**src/rtl/video_pkg.sv**
```systemverilog
// Shared types, register offsets and colour constants for the video pattern generator.
package video_pkg;

    typedef logic [23:0] rgb_t;

    typedef enum logic [1:0] {
        MODE_SOLID = 2'd0,
        MODE_BARS  = 2'd1,
        MODE_CHECK = 2'd2,
        MODE_GRAD  = 2'd3
    } mode_e;

    localparam logic [31:0] REG_CTRL_OFS  = 32'h0000_0000;
    localparam logic [31:0] REG_SOLID_OFS = 32'h0000_0004;

    localparam rgb_t RGB_BLACK = 24'h00_00_00;
    localparam rgb_t RGB_WHITE = 24'hFF_FF_FF;

    // Colour-bar table, left to right across the active line.
    function automatic rgb_t bar_color(input logic [2:0] idx);
        rgb_t c;
        case (idx)
            3'd0:    c = 24'hFF_FF_FF;
            3'd1:    c = 24'hFF_FF_00;
            3'd2:    c = 24'h00_FF_FF;
            3'd3:    c = 24'h00_FF_00;
            3'd4:    c = 24'hFF_00_FF;
            3'd5:    c = 24'hFF_00_00;
            3'd6:    c = 24'h00_00_FF;
            3'd7:    c = 24'h00_00_00;
            default: c = 24'h00_00_00;
        endcase
        return c;
    endfunction

endpackage

```
**src/rtl/video_timing_core.sv**
```systemverilog
// Pixel-rate divider, horizontal/vertical raster counters, raw timing flags and frame-start pulse.
module video_timing_core #(
    parameter int H_ACTIVE = 320,
    parameter int H_FP     = 16,
    parameter int H_SYNC   = 4,
    parameter int H_BP     = 60,
    parameter int V_ACTIVE = 240,
    parameter int V_FP     = 4,
    parameter int V_SYNC   = 2,
    parameter int V_BP     = 10,
    parameter int CLK_DIV  = 2
) (
    input  logic       clk,
    input  logic       rst_n,
    output logic       pix_en_o,
    output logic [9:0] h_cnt_o,
    output logic [9:0] v_cnt_o,
    output logic       de_o,
    output logic       hs_o,
    output logic       vs_o,
    output logic       frame_start_o
);

    localparam int H_TOTAL = H_ACTIVE + H_FP + H_SYNC + H_BP;
    localparam int V_TOTAL = V_ACTIVE + V_FP + V_SYNC + V_BP;
    localparam int HW      = (H_TOTAL > 1) ? $clog2(H_TOTAL) : 1;
    localparam int VW      = (V_TOTAL > 1) ? $clog2(V_TOTAL) : 1;
    localparam int DIV_W   = (CLK_DIV > 1) ? $clog2(CLK_DIV) : 1;

    localparam logic [DIV_W-1:0] DIV_LAST = DIV_W'(CLK_DIV - 1);
    localparam logic [HW-1:0]    H_LAST   = HW'(H_TOTAL - 1);
    localparam logic [HW-1:0]    H_ACT    = HW'(H_ACTIVE);
    localparam logic [HW-1:0]    H_HS_POS = HW'(H_ACTIVE + H_FP);
    localparam logic [VW-1:0]    V_LAST   = VW'(V_TOTAL - 1);
    localparam logic [VW-1:0]    V_ACT    = VW'(V_ACTIVE);
    localparam logic [VW-1:0]    V_VS_POS = VW'(V_ACTIVE + V_FP);

    if (HW > 10 || VW > 10) begin : g_width_err
        $error("video_timing_core: raster counter wider than 10 bits");
    end

    logic [DIV_W-1:0] div_cnt_q, div_cnt_d;
    logic [HW-1:0]    h_cnt_q, h_cnt_d;
    logic [VW-1:0]    v_cnt_q, v_cnt_d;
    logic             frame_start_q, frame_start_d;
    logic             pix_en_s, h_wrap_s, v_wrap_s;

    // Divider and raster counter next-state.
    always_comb begin
        pix_en_s  = (div_cnt_q == DIV_LAST);
        h_wrap_s  = (h_cnt_q == H_LAST);
        v_wrap_s  = (v_cnt_q == V_LAST);
        div_cnt_d = div_cnt_q;
        h_cnt_d   = h_cnt_q;
        v_cnt_d   = v_cnt_q;
        if (pix_en_s) begin
            div_cnt_d = '0;
        end else begin
            div_cnt_d = div_cnt_q + DIV_W'(1);
        end
        if (!pix_en_s) begin
            h_cnt_d = h_cnt_q;
            v_cnt_d = v_cnt_q;
        end else if (h_wrap_s) begin
            h_cnt_d = '0;
            if (v_wrap_s) begin
                v_cnt_d = '0;
            end else begin
                v_cnt_d = v_cnt_q + VW'(1);
            end
        end else begin
            h_cnt_d = h_cnt_q + HW'(1);
            v_cnt_d = v_cnt_q;
        end
        frame_start_d = pix_en_s && h_wrap_s && v_wrap_s;
    end

    // Counter and frame-start state.
    always_ff @(posedge clk or negedge rst_n) begin
        if (!rst_n) begin
            div_cnt_q     <= '0;
            h_cnt_q       <= '0;
            v_cnt_q       <= '0;
            frame_start_q <= 1'b0;
        end else begin
            div_cnt_q     <= div_cnt_d;
            h_cnt_q       <= h_cnt_d;
            v_cnt_q       <= v_cnt_d;
            frame_start_q <= frame_start_d;
        end
    end

    assign pix_en_o      = pix_en_s;
    assign h_cnt_o       = 10'(h_cnt_q);
    assign v_cnt_o       = 10'(v_cnt_q);
    assign de_o          = (h_cnt_q < H_ACT) && (v_cnt_q < V_ACT);
    assign hs_o          = (h_cnt_q == H_HS_POS);
    assign vs_o          = (h_cnt_q == H_HS_POS) && (v_cnt_q == V_VS_POS);
    assign frame_start_o = frame_start_q;

endmodule

```
**src/rtl/video_pattern_gen.sv**
```systemverilog
// Video timing and test-pattern generator: config registers, frame-boundary load and pattern mux
// around the raster timing core.
module video_pattern_gen
    import video_pkg::*;
#(
    parameter int          H_ACTIVE = 320,
    parameter int          H_FP     = 16,
    parameter int          H_SYNC   = 4,
    parameter int          H_BP     = 60,
    parameter int          V_ACTIVE = 240,
    parameter int          V_FP     = 4,
    parameter int          V_SYNC   = 2,
    parameter int          V_BP     = 10,
    parameter int          CLK_DIV  = 2,
    parameter logic [31:0] CFG_BASE = 32'h0000_0000
) (
    input  logic        clk_core_12288,
    input  logic        reset_n,
    input  logic [31:0] bridge_addr,
    input  logic        bridge_wr,
    input  logic [31:0] bridge_wr_data,
    output logic [23:0] video_rgb,
    output logic        video_de,
    output logic        video_hs,
    output logic        video_vs,
    output logic        video_skip,
    output logic [9:0]  pix_x,
    output logic [9:0]  pix_y,
    output logic        frame_start
);

    localparam int BAR_W = (H_ACTIVE / 8 > 0) ? H_ACTIVE / 8 : 1;

    logic       pix_en_s, de_s, hs_s, vs_s;
    logic [9:0] h_cnt_s, v_cnt_s;

    video_timing_core #(
        .H_ACTIVE(H_ACTIVE), .H_FP(H_FP), .H_SYNC(H_SYNC), .H_BP(H_BP),
        .V_ACTIVE(V_ACTIVE), .V_FP(V_FP), .V_SYNC(V_SYNC), .V_BP(V_BP),
        .CLK_DIV (CLK_DIV)
    ) u_timing (
        .clk          (clk_core_12288),
        .rst_n        (reset_n),
        .pix_en_o     (pix_en_s),
        .h_cnt_o      (h_cnt_s),
        .v_cnt_o      (v_cnt_s),
        .de_o         (de_s),
        .hs_o         (hs_s),
        .vs_o         (vs_s),
        .frame_start_o(frame_start)
    );

    logic  shadow_en_q, shadow_en_d, live_en_q, live_en_d;
    mode_e shadow_mode_q, shadow_mode_d, live_mode_q, live_mode_d;
    rgb_t  shadow_solid_q, shadow_solid_d, live_solid_q, live_solid_d;
    logic  wr_ctrl_s, wr_solid_s, boundary_s;
    rgb_t  pattern_s;
    logic [9:0] bar_idx_s;
    logic  unused_bits_s;

    // Register decode, shadow writes and the frame-boundary live load.
    always_comb begin
        wr_ctrl_s  = bridge_wr && (bridge_addr == (CFG_BASE + REG_CTRL_OFS));
        wr_solid_s = bridge_wr && (bridge_addr == (CFG_BASE + REG_SOLID_OFS));
        boundary_s = pix_en_s && (h_cnt_s == 10'd0) && (v_cnt_s == 10'd0);
        if (wr_ctrl_s) begin
            shadow_en_d   = bridge_wr_data[0];
            shadow_mode_d = mode_e'(bridge_wr_data[2:1]);
        end else begin
            shadow_en_d   = shadow_en_q;
            shadow_mode_d = shadow_mode_q;
        end
        if (wr_solid_s) begin
            shadow_solid_d = bridge_wr_data[23:0];
        end else begin
            shadow_solid_d = shadow_solid_q;
        end
        // The boundary pixel itself already uses the freshly loaded config.
        if (boundary_s) begin
            live_en_d    = shadow_en_q;
            live_mode_d  = shadow_mode_q;
            live_solid_d = shadow_solid_q;
        end else begin
            live_en_d    = live_en_q;
            live_mode_d  = live_mode_q;
            live_solid_d = live_solid_q;
        end
    end

    // Pattern colour for the pixel at the current counter position.
    always_comb begin
        bar_idx_s = h_cnt_s / 10'(BAR_W);
        pattern_s = RGB_BLACK;
        case (live_mode_d)
            MODE_SOLID: pattern_s = live_solid_d;
            MODE_BARS: begin
                if (bar_idx_s < 10'd8) begin
                    pattern_s = bar_color(bar_idx_s[2:0]);
                end else begin
                    pattern_s = RGB_BLACK;
                end
            end
            MODE_CHECK: begin
                if (h_cnt_s[3] ^ v_cnt_s[3]) begin
                    pattern_s = RGB_WHITE;
                end else begin
                    pattern_s = RGB_BLACK;
                end
            end
            MODE_GRAD: pattern_s = {h_cnt_s[7:0], v_cnt_s[7:0], 8'h80};
            default:   pattern_s = RGB_BLACK;
        endcase
    end

    // Config register state.
    always_ff @(posedge clk_core_12288 or negedge reset_n) begin
        if (!reset_n) begin
            shadow_en_q    <= 1'b1;
            shadow_mode_q  <= MODE_BARS;
            shadow_solid_q <= 24'h00_00_00;
            live_en_q      <= 1'b1;
            live_mode_q    <= MODE_BARS;
            live_solid_q   <= 24'h00_00_00;
        end else begin
            shadow_en_q    <= shadow_en_d;
            shadow_mode_q  <= shadow_mode_d;
            shadow_solid_q <= shadow_solid_d;
            live_en_q      <= live_en_d;
            live_mode_q    <= live_mode_d;
            live_solid_q   <= live_solid_d;
        end
    end

    logic [23:0] rgb_q, rgb_d;
    logic        de_q, de_d, hs_q, hs_d, vs_q, vs_d;
    logic [9:0]  pix_x_q, pix_x_d, pix_y_q, pix_y_d;

    // Output stage: captures one pixel per pix_en, blanked when disabled.
    always_comb begin
        if (pix_en_s) begin
            de_d    = live_en_d && de_s;
            hs_d    = live_en_d && hs_s;
            vs_d    = live_en_d && vs_s;
            rgb_d   = (live_en_d && de_s) ? pattern_s : RGB_BLACK;
            pix_x_d = h_cnt_s;
            pix_y_d = v_cnt_s;
        end else begin
            de_d    = de_q;
            hs_d    = hs_q;
            vs_d    = vs_q;
            rgb_d   = rgb_q;
            pix_x_d = pix_x_q;
            pix_y_d = pix_y_q;
        end
    end

    // Output registers.
    always_ff @(posedge clk_core_12288 or negedge reset_n) begin
        if (!reset_n) begin
            rgb_q   <= 24'h00_00_00;
            de_q    <= 1'b0;
            hs_q    <= 1'b0;
            vs_q    <= 1'b0;
            pix_x_q <= 10'd0;
            pix_y_q <= 10'd0;
        end else begin
            rgb_q   <= rgb_d;
            de_q    <= de_d;
            hs_q    <= hs_d;
            vs_q    <= vs_d;
            pix_x_q <= pix_x_d;
            pix_y_q <= pix_y_d;
        end
    end

    assign unused_bits_s = ^{bridge_wr_data[31:24], v_cnt_s[9:8]};

    assign video_rgb  = rgb_q;
    assign video_de   = de_q;
    assign video_hs   = hs_q;
    assign video_vs   = vs_q;
    assign video_skip = 1'b0;
    assign pix_x      = pix_x_q;
    assign pix_y      = pix_y_q;

endmodule

```
**config.mk**
```make
export PLATFORM = sky130hd
export DESIGN_NAME = video_pattern_gen
export DESIGN_NICKNAME = d
export VERILOG_FILES = /design/src/rtl/video_pkg.sv /design/src/rtl/video_timing_core.sv /design/src/rtl/video_pattern_gen.sv
export SDC_FILE = /design/constraint.sdc
export NUM_CORES = 1
export LEC_CHECK = 0
export BUFFER_PORTS_ARGS = -buffer_cell sky130_fd_sc_hd__buf_2
export CORE_UTILIZATION = 25
export DETAILED_ROUTE_END_ITERATION = 10
export GPL_ROUTABILITY_DRIVEN = 0
export PLACE_DENSITY_LB_ADDON = 0.12
export SLEW_MARGIN = 20
export SYNTH_ARGS = -nofsm -noshare
export SYNTH_HDL_FRONTEND = slang
export SYNTH_SLANG_ARGS = --single-unit
```
**constraint.sdc**
```tcl
create_clock -name clk_core_12288 -period 2.8 [get_ports clk_core_12288]
set_clock_uncertainty 0.05 [all_clocks]
set_input_delay 0.7 -clock clk_core_12288 [delete_from_list [all_inputs] [get_ports clk_core_12288]]
set_output_delay 0.7 -clock clk_core_12288 [all_outputs]
set_load 0.005 [all_outputs]
```
Yosys cells after proc, flatten, opt, wreduce, memory -nomap -nowiden
Memory sizes are Yosys's and may differ from the RTL's.
Index checks and enable logic that the tools add are counted.
{"block": "word_totals", "reg_bits": 117, "mem_bits_ro": 192, "inputBits": 67, "out_inout_bits": 49, "wordCells": 59, "n_memories": 1}
{"block": "op_classes", "addsub": 3, "div": 1, "n_lt_le_gt_ge": 3, "eq_ne": 8, "mux": 10, "bitwise": 1, "n_reduce_logical": 16}
{"memory": "(name not given)", "depth": 8, "width": 24, "rd": 1, "rd_clocked_by_memory_dff": 0, "write_ports": 0, "line": "video_pkg.sv:22", "source": "case (idx)"}
{"op": "$mux 24", "n": 4}
{"op": "$pmux 24 s4", "n": 1}
{"op": "$eq 32x3->1 const B", "n": 1}
{"op": "$logic_not 32->1", "n": 1}
{"op": "$logic_not 10->1", "n": 2}
{"op": "$eq 9x9->1 const B", "n": 2}
{"op": "$eq 8x8->1 const B", "n": 2}
{"op": "$logic_and 1x1->1", "n": 11}
{"op": "$div 9x6->10 const B", "n": 1}
{"op": "$lt 10x4->1 const B", "n": 1}
{"op": "$add 9x1->9 const B", "n": 1}
{"op": "$lt 9x9->1 const B", "n": 1}
{"op": "$mux 9", "n": 1}
{"op": "$add 8x1->8 const B", "n": 1}
{"op": "$lt 8x8->1 const B", "n": 1}
{"op": "$mux 8", "n": 1}
{"op": "$eq 2x2->1 const B", "n": 2}
{"op": "$eq 2x1->1 const B", "n": 1}
{"op": "$logic_not 2->1", "n": 1}
{"op": "$mux 1", "n": 2}
{"op": "$mux 2", "n": 1}
{"op": "$reduce_and 2->1", "n": 1}
{"op": "$add 1x1->1 const B", "n": 1}
{"op": "$xor 1x1->1", "n": 1}

Logic depth before layout (Yosys ltp)
Gate-level depths: netlist (run 1).
{"block": "logic_depth", "ltp_word": 7, "depth_mapped": 10, "ltp_nobuf": 8}

Hierarchy
From an unflattened synthesis (run 1), not the netlist that was laid out.
{"block": "unflattened", "cells_unflattened": 494, "area_unflattened_um2": 5781.8}
{"mod": "video_pattern_gen", "n_inst": 1, "cells_each": 393, "area_per_inst_um2": 4752.1, "seq_area_each_um2": 2532.4}
{"mod": "video_timing_core", "n_inst": 1, "cells_each": 101, "area_per_inst_um2": 1029.7, "seq_area_each_um2": 475.5}

Worst setup path before layout (run 1)
OpenSTA, ideal clock, no wires.
{"block": "synth_path", "kind": "input to register", "from": "in bridge_addr[24]", "to": "reg shadow_solid_q[10]", "setup_time_ns": 0.125, "arrival_time_ns": 2.054, "required_ns": 2.625, "path_slack_ns": 0.572, "stages": 5, "path_buffers": 1, "path_cell_list": "nor4b_1 nand4_1 nor3_2 buf_2 mux2_2"}
{"block": "synth_via", "elab_chain_len": 2}
{"item": "start: declaration", "line": "video_pattern_gen.sv:19", "source": "input logic [31:0] bridge_addr,"}
{"item": "$eq 32x3->1", "line": "video_pattern_gen.sv:64", "source": "wr_solid_s = bridge_wr && (bridge_addr == (CFG_BASE + REG_SOLID_OFS));"}
{"item": "$logic_and 1x1->1", "line": "video_pattern_gen.sv:64"}
{"item": "end signal: assignment", "line": "video_pattern_gen.sv:127", "source": "shadow_solid_q <= shadow_solid_d;"}
{"item": "end: declaration", "line": "video_pattern_gen.sv:55", "source": "rgb_t shadow_solid_q, shadow_solid_d, live_solid_q, live_solid_d;"}
Every way passes these cells.
A chain may end at the register's enable or synchronous reset.

Worst setup path in the final report (run 1)
{"block": "layout_path", "from": "reg u_timing.h_cnt_q[0]", "to": "reg rgb_q[6], in the netlist video_rgb[6]"}
{"block": "layout_via", "elab_chain_len": 7, "elab_cells_between_ends": 19, "classes_between": "div (1); order compare (2); eq/ne (3); mux (6); reduce/logical (6); memory (1)"}
{"item": "start: declaration", "line": "video_timing_core.sv:43", "source": "logic [HW-1:0] h_cnt_q, h_cnt_d;"}
{"item": "start signal: assignment", "line": "video_timing_core.sv:87", "source": "h_cnt_q <= h_cnt_d;"}
{"item": "branches (longest 6 deep; another with $div 9x6->10)"}
{"item": "$mux 24 *", "line": "video_pattern_gen.sv:144", "source": "rgb_d = (live_en_d && de_s) ? pattern_s : RGB_BLACK;"}
{"item": "end signal: assignment", "line": "video_pattern_gen.sv:167", "source": "rgb_q <= rgb_d;"}
{"item": "end: declaration", "line": "video_pattern_gen.sv:134", "source": "logic [23:0] rgb_q, rgb_d;"}
Every way passes the cells marked *.

==> metrics.md, run 1 <==
| Metric | Value |
|---|---|
| CTS tree | `built` |
| Main synth FF type | `dfrtp_1` |
| Worst Path Required | `3.06 ns` |
| Async S/R FF share, synth | `1.00` |
| DR pass1 iterations | `5` |
| Final Hold Vio Count | `0` |
| Max-slew violations | `0` |
| DR iter-0 viols | `204` |
| Via Count | `4,120` |
| Design Area, Final | `6960 um2` |
| Slowest stage delay, CP | `0.47 ns` |
| R2R depth | `8` |
| Netlist Area Pre-Place | `5480 um2` |
| Worst path arrival time | `2.68 ns` |
| Crit path from | `u_timing.h_cnt_q[0]$_DFFE_PN0P_` |
| Placed instance area | `6340 um2` |
| Post-synth EDFFs | `0` |
| Critical path type | `reg -> reg` |
| Register area share after synthesis | `0.535` |
| Leading cell type in the layout, fill and taps excluded | `dfrtp_1` |
| Total setup buffers inserted after CTS | `0` |
| Worst-path cell chain | `inv_1 -> ha_1 -> and4bb_4 -> and4_1 -> or3_4 -> nand2_4 -> a21oi_4 -> o32ai_2` |
| DP HPWL | `10,100 um` |
| Vias/cell | `4.62` |
| Endpoints failing setup | `0` |
| Setup_tns | `0 ns` |
| Clock Latency Late Sink | `0.42 ns` |
| Mapped Cells | `492` |
| Layout Area Growth over Synthesis | `27.0%` |
| Routed wire length | `14,500 um` |
| Final Hold Slack | `0.227 ns` |
| Pleak | `3.39 nW` |
| Startpoint types | `flip-flop` |
| WL per Instance | `16.3 um` |
| Clk pin slew, worst setup/hold paths | `0.06 ns` |
| Actual slew at the worst max-slew pin | `0.720 ns` |
| Die area | `22,500 um2` |
| Height of the chip | `150 um` |
| Max-Cap Viols | `0` |
| Die Width | `150 um` |
| Starting Density | `0.258` |
| CP Capture Point | `video_rgb[6]$_DFFE_PN0P_` |
| Count of unique library cells instantiated by Yosys | `65` |
| CTS H-tree lvls | `4` |
| RSZ-0062 raised after global routing | `no` |
| CP Max Fanout | `19` |
| Maximum VDD drop | `0.000303 V` |
| Slowest library cell on the worst path | `dfrtp_1` |
| Total CTS buffers | `17` |
| Overflow after GRT | `0` |
| Final Cycle Share | `0.864` |
| Largest net degree at the start of global routing | `55` |
| Status | `finished clean` |
| CP Capture Type | `flip-flop` |
| FMAX | `0.413 GHz` |
| Critical R2R Capture | `video_rgb[6]$_DFFE_PN0P_` |
| Port buffer count | `103` |
| Syn. warnings | `0` |
| Pwr dens | `580 nW/um2` |
| Post-layout min period | `2.42 ns` |
| CTS sink cnt | `117` |
| Fin util | `0.327` |
| Number of remaining DRC errors | `0` |
| Register bit total from synthesis | `117` |
| Initial antenna violation count | `0` |
| # rows | `53` |
| Root Buffer | `clkbuf_16` |
| Hold_buf cts | `0` |
| # nets final | `674` |
| Maximum clock insertion buffer count | `2` |
| First-pass GRT wire length | `23,600 um` |
| Ports | `116` |
| Number of global-route vias before repair | `4,326` |
| Place WS | `0.400 ns` |
| Crit Reg-Reg Startpoint | `u_timing.h_cnt_q[0]$_DFFE_PN0P_` |
| Most frequent cells in the layout | `dfrtp_1 (113), buf_2 (102), nand2_1 (91)` |
| Post-route ant nets | `0` |
| Reg2reg setup slack | `0.38 ns` |
| Slew headroom | `0.520` |
| Antenna fix cells | `0` |
| Floorplan Core Area | `21,300 um2` |
| HP Class | `in -> async` |
| Post-synthesis area per instance | `11.1 um2` |
| Layout cell share with drive strength beyond 1 | `0.375` |
| Post-CTS sizing | `0` |
| Worst Slack Setup Final | `0.380 ns` |
| Total GRT Usage | `0.140` |
-- cells in the mapped netlist, types with 5 or more instances --
master     instances  area [um2]
nand3_1            8        40.0
nor4_1             7        43.8
mux2_2            44         495
nor3_1            17        85.1
nand4_1            7        43.8
o21ai_1            7        35.0
buf_4              5        37.5
dfrtp_1          113        2830
xnor2_1            8        70.1
inv_1             16        60.1
nand2_1           91         342
o221ai_1           8        70.1
buf_6              5        56.3
buf_2             11        55.1
o32ai_2            7         114
a21oi_1           20         100
clkbuf_1          12        45.0
o21ai_0            9        45.0
and3_1             5        31.3
nor2_1             7        26.3
o2bb2ai_1         16         140
-- worst min-delay path by stage --
stage                                     startpoint                              to  slack, ns  cells after the start
after floorplan                              reset_n        live_mode_q[1]$_DFF_PN0_       0.35                      0
after global placement    live_solid_q[14]$_DFF_PN0_      live_solid_q[14]$_DFF_PN0_       0.40                      2
final                                        reset_n  shadow_solid_q[19]$_DFFE_PN0P_       0.23                      1
after CTS                                    reset_n  shadow_solid_q[19]$_DFFE_PN0P_       0.24                      1
after global routing                         reset_n            pix_x[0]$_DFFE_PN0P_       0.26                      1
after detailed placement   live_solid_q[2]$_DFF_PN0_       live_solid_q[2]$_DFF_PN0_       0.41                      2
-- registers in the layout (all words and copies together), names as in the netlist, 2 cells and up --
| register | flops |
|---|---|
| live_mode_q | 2 |
| shadow_solid_q | 24 |
| u_timing.h_cnt_q | 9 |
| shadow_mode_q | 2 |
| pix_y | 8 |
| pix_x | 9 |
| video_rgb | 24 |
| u_timing.v_cnt_q | 8 |
| live_solid_q | 24 |
-- report_power, final --
group	internal (mW)	switching, mW
clock network	1.47	0.794
logic	0.0350	0.0504
registers	1.69	0.00000000318
-- logic make-up (layout without fill, tap and decap cells) --
kind of cell             after synthesis  after routing  share of synthesized area
multiplexers                          46             46                     0.0950
AND/OR/NAND/NOR                      175            175                      0.169
buffers and inverters                 51            172                     0.0477
other                                  1              4                   0.000684
AO/OA/AOI/OAI                         87             87                      0.126
adder cells (fa/ha/maj)                5              5                     0.0110
flip-flops                           117            117                      0.535
XOR/XNOR                              10             10                     0.0160
-- per-stage QoR --
step | power [mW] | instances
2_1_floorplan | 1.73 | 495
3_3_place_gp | 1.81 | 859
3_5_place_dp | 1.81 | 859
4_1_cts | 4.10 | 891
5_1_grt | 4.19 | 891
6_report | 4.04 | 891
-- critical path: cells and delay by family (launching register included) --
family          cells  cell delay, ns
simple gates        4            1.10
flops               1            0.47
compound gates      2            0.41
fa+ha+maj           1            0.20
buf+inv             1            0.07
-- per-layer routing --
| layer | part of all wire | wire length, um | track usage | vias to the layer above |
|---|---|---|---|---|
| met5 | 0 | 0 | 0 | - |
| met4 | 0.014 | 210 | 0.0475 | 0 |
| met3 | 0.040 | 583 | 0.0381 | 14 |
| met2 | 0.47 | 6840 | 0.218 | 91 |
| met1 | 0.47 | 6870 | 0.185 | 2043 |
| li1 | - | - | - | 1972 |
-- cell type report --
type | count | area, um2
Multi-Input combinational cell | 327 | 2300
Clock inverter | 12 | 153
Tap cell | 275 | 344
Inverter | 16 | 60.1
Clock buffer | 20 | 467
Timing Repair Buffer | 124 | 701
Sequential cell | 117 | 2930
Fill cell | 2156 | 14300
Note: power is estimated with default switching activity, not from simulation.
==> inputs of run 2 (changes only) <==
Settings changed: CTS_BUF_LIST set to sky130_fd_sc_hd__clkbuf_4, RECOVER_POWER set to 50.
==> metrics.md, run 2 (synthesized netlist as in run 1, its figures left out) <==
| Metric | Value |
|---|---|
| Status | `finished clean` |
| Finished Layout Cells | `892 (+0.11%)` |
| Final Cycle Share | `0.876 (+0.0116)` |
| CP Max Fanout | `19 (unchanged)` |
| Max-Cap Viols | `0 (unchanged)` |
| Worst Slack Setup Final | `0.348 ns (-0.0324 ns)` |
| Largest net degree at the start of global routing | `55 (unchanged)` |
| RSZ-0062 raised after global routing | `no` |
| Critical R2R Capture | `video_rgb[6]$_DFFE_PN0P_` |
| Worst-path cell chain | `inv_1 -> ha_1 -> and4bb_4 -> and4_1 -> or3_4 -> nand2_4 -> a21oi_4 -> o32ai_2` |
| DP HPWL | `10,100 um (unchanged)` |
| Startpoint types | `flip-flop` |
| CTS tree | `built` |
| Leading cell type in the layout, fill and taps excluded | `dfrtp_1` |
| Design Area, Final | `6610 um2 (-5.1%)` |
| Placed instance area | `6340 um2 (unchanged)` |
| Maximum clock insertion buffer count | `2 (unchanged)` |
| DR iter-0 viols | `204 (unchanged)` |
| Slowest stage delay, CP | `0.49 ns (+0.02 ns)` |
| Endpoints failing setup | `0 (unchanged)` |
| Port buffer count | `103 (unchanged)` |
| Total GRT Usage | `0.138 (-0.00117)` |
| Most frequent cells in the layout | `dfrtp_1 (113), buf_2 (102), nand2_1 (91)` |
| Clock Latency Late Sink | `0.53 ns (+0.11 ns)` |
| Slowest library cell on the worst path | `dfrtp_1` |
| WL per Instance | `16.1 um (-1.2%)` |
| Clk pin slew, worst setup/hold paths | `0.12 ns (+0.06 ns)` |
| FMAX | `0.408 GHz (-1.3%)` |
| Pleak | `3.24 nW (-4.7%)` |
| Met1 usage in global routing | `0.185 (-0.000347)` |
| Floorplan Core Area | `21,300 um2 (unchanged)` |
| Post-layout min period | `2.45 ns (+0.0324 ns)` |
| Final Hold Vio Count | `0 (unchanged)` |
| # rows | `53 (unchanged)` |
| Actual slew at the worst max-slew pin | `1.35 ns (+0.632 ns)` |
| Die Width | `150 um (unchanged)` |
| Root Buffer | `clkbuf_4` |
| DR pass1 iterations | `4 (-1)` |
| Critical path type | `reg -> reg` |
| First-pass GRT wire length | `23,400 um (-0.85%)` |
| Worst Path Required | `3.18 ns (+0.12 ns)` |
| Layout Area Growth over Synthesis | `20.6%` |
| Pwr dens | `462 nW/um2 (-20%)` |
| Fin util | `0.311 (-0.0165)` |
| CTS H-tree lvls | `4 (unchanged)` |
| Ports | `116 (unchanged)` |
| Vias/cell | `4.59 (-0.67%)` |
| Total setup buffers inserted after CTS | `0 (unchanged)` |
| Crit Reg-Reg Startpoint | `u_timing.h_cnt_q[0]$_DFFE_PN0P_` |
| Layout cell share with drive strength beyond 1 | `0.369 (-0.00649)` |
| Via Count | `4,097 (-0.56%)` |
| Die area | `22,500 um2 (unchanged)` |
| Cells after DPL | `859 (unchanged)` |
| Slew headroom | `0.0987 (-0.421)` |
| Final Hold Slack | `0.291 ns (+0.0634 ns)` |
| Max-slew violations | `0 (unchanged)` |
| Post-route ant nets | `0 (unchanged)` |
| Total CTS buffers | `17 (unchanged)` |
| Reg2reg setup slack | `0.35 ns (-0.03 ns)` |
| Place WS | `0.400 ns (unchanged)` |
| Worst path arrival time | `2.83 ns (+0.15 ns)` |
| R2R depth | `8 (unchanged)` |
| Hold_buf cts | `0 (unchanged)` |
| CTS sink cnt | `117 (unchanged)` |
| Starting Density | `0.258 (unchanged)` |
| Number of global-route vias before repair | `4,300 (-0.60%)` |
| GR Util met3 | `0.0381 (unchanged)` |
| Maximum VDD drop | `0.000213 V (-30%)` |
| Routed wire length | `14,300 um (-1.1%)` |
| Initial antenna violation count | `1 (+1)` |
| Height of the chip | `150 um (unchanged)` |
| HP Class | `in -> async` |
| # nets final | `674 (unchanged)` |
| Most Crowded Layer GR | `met2` |
| Total power | `3.05 mW (-24%)` |
| Post-CTS sizing | `0 (unchanged)` |
| CP Capture Type | `flip-flop` |
| Setup_tns | `0 ns (unchanged)` |
| Number of remaining DRC errors | `0 (unchanged)` |
| Overflow after GRT | `0 (unchanged)` |
| Met2 track demand over resource | `0.214 (-0.00347)` |
## run 2: cell count changes in the layout (fill, tap and decap cells not counted), sizes merged
| cell | change |
|---|---|
| clkbuf | +2 |
| diode | +1 |
| buf | -5 |
| clkinv | +3 |
## run 2: worst max path at each step
| stage | slack [ns] | startpoint | to | depth (start not counted) |
|---|---|---|---|---|
| floorplan | 0.57 | bridge_addr[24] | shadow_solid_q[10]$_DFFE_PN0P_ | 5 |
| global placement | 0.44 | u_timing.v_cnt_q[0]$_DFFE_PN0P_ | video_rgb[1]$_DFFE_PN0P_ | 8 |
| detailed placement | 0.40 | u_timing.h_cnt_q[0]$_DFFE_PN0P_ | video_rgb[6]$_DFFE_PN0P_ | 8 |
| CTS | 0.36 | u_timing.h_cnt_q[0]$_DFFE_PN0P_ | video_rgb[6]$_DFFE_PN0P_ | 8 |
| global route | 0.11 | reset_n | video_rgb[13]$_DFFE_PN0P_ | 2 |
| finish | 0.35 | u_timing.h_cnt_q[0]$_DFFE_PN0P_ | video_rgb[6]$_DFFE_PN0P_ | 8 |
## run 2: worst max-delay path, delay by kind of cell (launching register included)
family	cells	cell delay, ns
compound gates	2	0.42
fa+ha+maj	1	0.20
buf+inv	1	0.07
flops	1	0.49
simple gates	4	1.10
## run 2: area by class of cell
cell class              count  area [um2]
clock inverters            15         164
multi-input cells         327        2300
diodes                      1        2.50
well taps                 275         344
flip-flops and latches    117        2930
inverters                  16        60.1
fillers                  2194       14700
clock buffers              17         128
repair buffers            124         674
## run 2: metal layers
| layer | part of all wire | up-vias |
|---|---|---|
| met5 | 0 | - |
| met4 | 0.013 | 0 |
| met3 | 0.038 | 9 |
| met2 | 0.47 | 79 |
| met1 | 0.48 | 2032 |
| li1 | - | 1977 |
## run 2: power by group
part	switching, mW	internal, mW	leakage (nW)
combinational	0.0496	0.0311	1.50
sequential	0.00000000317	1.69	1.59
clock	0.678	0.606	0.146
total	0.727	2.33	3.24
==> inputs of run 3 (changes only) <==
Settings changed: PLACE_DENSITY_LB_ADDON 0.12 to not set.
==> metrics.md, run 3 (synthesized netlist as in run 1, its figures left out) <==
| Metric | Value |
|---|---|
| Failing checks | `capacitance limit, slew limit` |
| CP Capture Type | `flip-flop` |
| Post-layout min period | `2.53 ns (+0.0746 ns)` |
| Status | `finished with violations` |
| Vias/cell | `4.55 (-0.88%)` |
| Endpoints failing setup | `0 (unchanged)` |
| Starting Density | `0.258 (unchanged)` |
| Routed wire length | `13,500 um (-6.0%)` |
| Maximum clock insertion buffer count | `2 (unchanged)` |
| Most frequent cells in the layout | `dfrtp_1 (113), buf_2 (102), nand2_1 (91)` |
| Share of power burned in combinational logic | `0.026 (about the same)` |
| Largest net degree at the start of global routing | `55 (unchanged)` |
| Clock power share | `0.430 (+0.010)` |
| Port buffer count | `103 (unchanged)` |
| CP Capture Point | `video_rgb[6]$_DFFE_PN0P_` |
| Maximum VDD drop | `0.000201 V (-5.6%)` |
| Final Hold Slack | `0.342 ns (+0.0510 ns)` |
| Actual slew at the worst max-slew pin | `2.05 ns (+0.697 ns)` |
| DP HPWL | `9350 um (-7.3%)` |
| DR pass1 iterations | `6 (+2)` |
| Die Width | `150 um (unchanged)` |
| Slowest library cell on the worst path | `dfrtp_1` |
| Crit path from | `u_timing.v_cnt_q[1]$_DFFE_PN0P_` |
| Post-route ant nets | `0 (unchanged)` |
| Total GRT Usage | `0.129 (-0.00913)` |
| Layout cell share with drive strength beyond 1 | `0.371 (+0.00283)` |
| Clock Latency Late Sink | `0.53 ns (about the same)` |
| # nets final | `672 (-0.30%)` |
| Number of global-route vias before repair | `4,040 (-6.0%)` |
| RSZ-0062 raised after global routing | `no` |
| Total setup buffers inserted after CTS | `0 (unchanged)` |
| Clk pin slew, worst setup/hold paths | `0.12 ns (about the same)` |
| Final Hold Vio Count | `0 (unchanged)` |
| Hold Path Origin | `bridge_wr_data[16]` |
| Multi-input logic area | `2300 um2 (unchanged)` |
| DR iter-0 viols | `240 (+18%)` |
| Worst Path Required | `3.11 ns (-0.07 ns)` |
| Total CTS buffers | `17 (unchanged)` |
| Cells after DPL | `857 (-0.23%)` |
| Placed instance area | `6330 um2 (-0.24%)` |
| HP Class | `in -> reg` |
| Crit Reg-Reg Startpoint | `u_timing.v_cnt_q[1]$_DFFE_PN0P_` |
| CTS H-tree lvls | `4 (unchanged)` |
| Overflow after GRT | `0 (unchanged)` |
| CTS tree | `built` |
| Initial antenna violation count | `1 (unchanged)` |
| Via Count | `4,052 (-1.1%)` |
| Setup_tns | `0 ns (unchanged)` |
| Design Area, Final | `6630 um2 (+0.34%)` |
| R2R depth | `8 (unchanged)` |
| Layout Area Growth over Synthesis | `21.0%` |
| Post-CTS sizing | `0 (unchanged)` |
| Switching power share of the total | `0.241 (+0.00231)` |
| Startpoint types | `flip-flop` |
| Worst path arrival time | `2.84 ns (about the same)` |
| Storage cell area | `2930 um2 (unchanged)` |
| Leading cell type in the layout, fill and taps excluded | `dfrtp_1` |
| Finished Layout Cells | `890 (-0.22%)` |
| Height of the chip | `150 um (unchanged)` |
| Switch Pwr | `747 uW (+2.7%)` |
| Final Cycle Share | `0.902 (+0.0267)` |
| P_int | `2.36 mW (+1.4%)` |
| Root Buffer | `clkbuf_4` |
| WL per Instance | `15.2 um (-5.8%)` |
| Slew headroom | `-0.366 (-0.465)` |
| Max-Cap Viols | `1 (+1)` |
| Worst Slack Setup Final | `0.273 ns (-0.0746 ns)` |
| Hold_buf cts | `0 (unchanged)` |
| Number of remaining DRC errors | `0 (unchanged)` |
| Floorplan Core Area | `21,300 um2 (unchanged)` |
| Max-slew violations | `36 (+36)` |
| Place WS | `0.364 ns (-0.0361 ns)` |
| Sequential power share | `0.544 (-0.009)` |
| Critical R2R Capture | `video_rgb[6]$_DFFE_PN0P_` |
| Die area | `22,500 um2 (unchanged)` |
| Pwr dens | `468 nW/um2 (+1.3%)` |
| Critical path type | `reg -> reg` |
| FMAX | `0.396 GHz (-3.0%)` |
| Fill cells | `2,199 (+0.23%)` |
| CTS sink cnt | `117 (unchanged)` |
| Reg2reg setup slack | `0.27 ns (-0.07 ns)` |
| Worst-path cell chain | `inv_1 -> ha_1 -> nor4b_2 -> and4_1 -> or3_4 -> nand2_4 -> a21oi_4 -> o32ai_2` |
| First-pass GRT wire length | `22,000 um (-5.8%)` |
| Ports | `116 (unchanged)` |
| Slowest stage delay, CP | `0.50 ns (about the same)` |
| # rows | `53 (unchanged)` |
| Pleak | `3.24 nW (+0.18%)` |
| CP Max Fanout | `19 (unchanged)` |
==> run 3: cell type report <==
| cell class | instances | area share |
|---|---|---|
| Timing Repair Buffer | 122 | 0.102 |
| Clock inverter | 14 | 0.0262 |
| Sequential cell | 117 | 0.442 |
| Clock buffer | 18 | 0.0204 |
| Antenna cell | 1 | 0.000377 |
| Inverter | 16 | 0.00905 |
| Multi-Input combinational cell | 327 | 0.347 |
| Tap cell | 275 | 0.0519 |
==> run 3: metal layers <==
metal  vias to the layer above  wire, um  part of all wire  GRT usage
li1                       1973         -                 -          -
met1                      1979      6700              0.50      0.177
met2                        90      6010              0.45      0.194
met3                        10       597             0.044     0.0384
met4                         0       180             0.013     0.0414
met5                         -         0                 0          0
==> run 3: how the worst min path moves through the flow <==
stage | end | depth (start not counted) | slack [ns]
after floorplan | live_mode_q[1]$_DFF_PN0_ | 0 | 0.35
after detailed placement | live_solid_q[16]$_DFF_PN0_ | 2 | 0.40
after CTS | shadow_solid_q[3]$_DFFE_PN0P_ | 1 | 0.05
after global placement | live_solid_q[22]$_DFF_PN0_ | 2 | 0.39
after global routing | shadow_solid_q[23]$_DFFE_PN0P_ | 2 | 0.27
final | shadow_solid_q[16]$_DFFE_PN0P_ | 2 | 0.34
==> run 3: through the flow <==
| step | power (mW) | utilization |
|---|---|---|
| after floorplan | 1.73 | - |
| after global placement | 1.81 | 0.297 |
| after detailed placement | 1.81 | 0.297 |
| after CTS | 3.15 | 0.312 |
| after global routing | 3.25 | 0.312 |
| final | 3.10 | 0.312 |
==> run 3: worst max-delay path, delay by kind of cell (launching register included) <==
kind | cells | cell delay (ns)
simple gates | 4 | 1.00
compound gates | 2 | 0.51
flops | 1 | 0.50
fa+ha+maj | 1 | 0.19
buf+inv | 1 | 0.11
==> run 3: power groups by stage <==
stage               Combinational (mW)  Sequential, mW  Clock, mW
floorplan                      0.00822            1.72          0
global placement                0.0849            1.72          0
detailed placement              0.0859            1.72          0
CTS                             0.0860            1.69       1.38
global route                    0.0948            1.69       1.46
finish                          0.0816            1.69       1.33
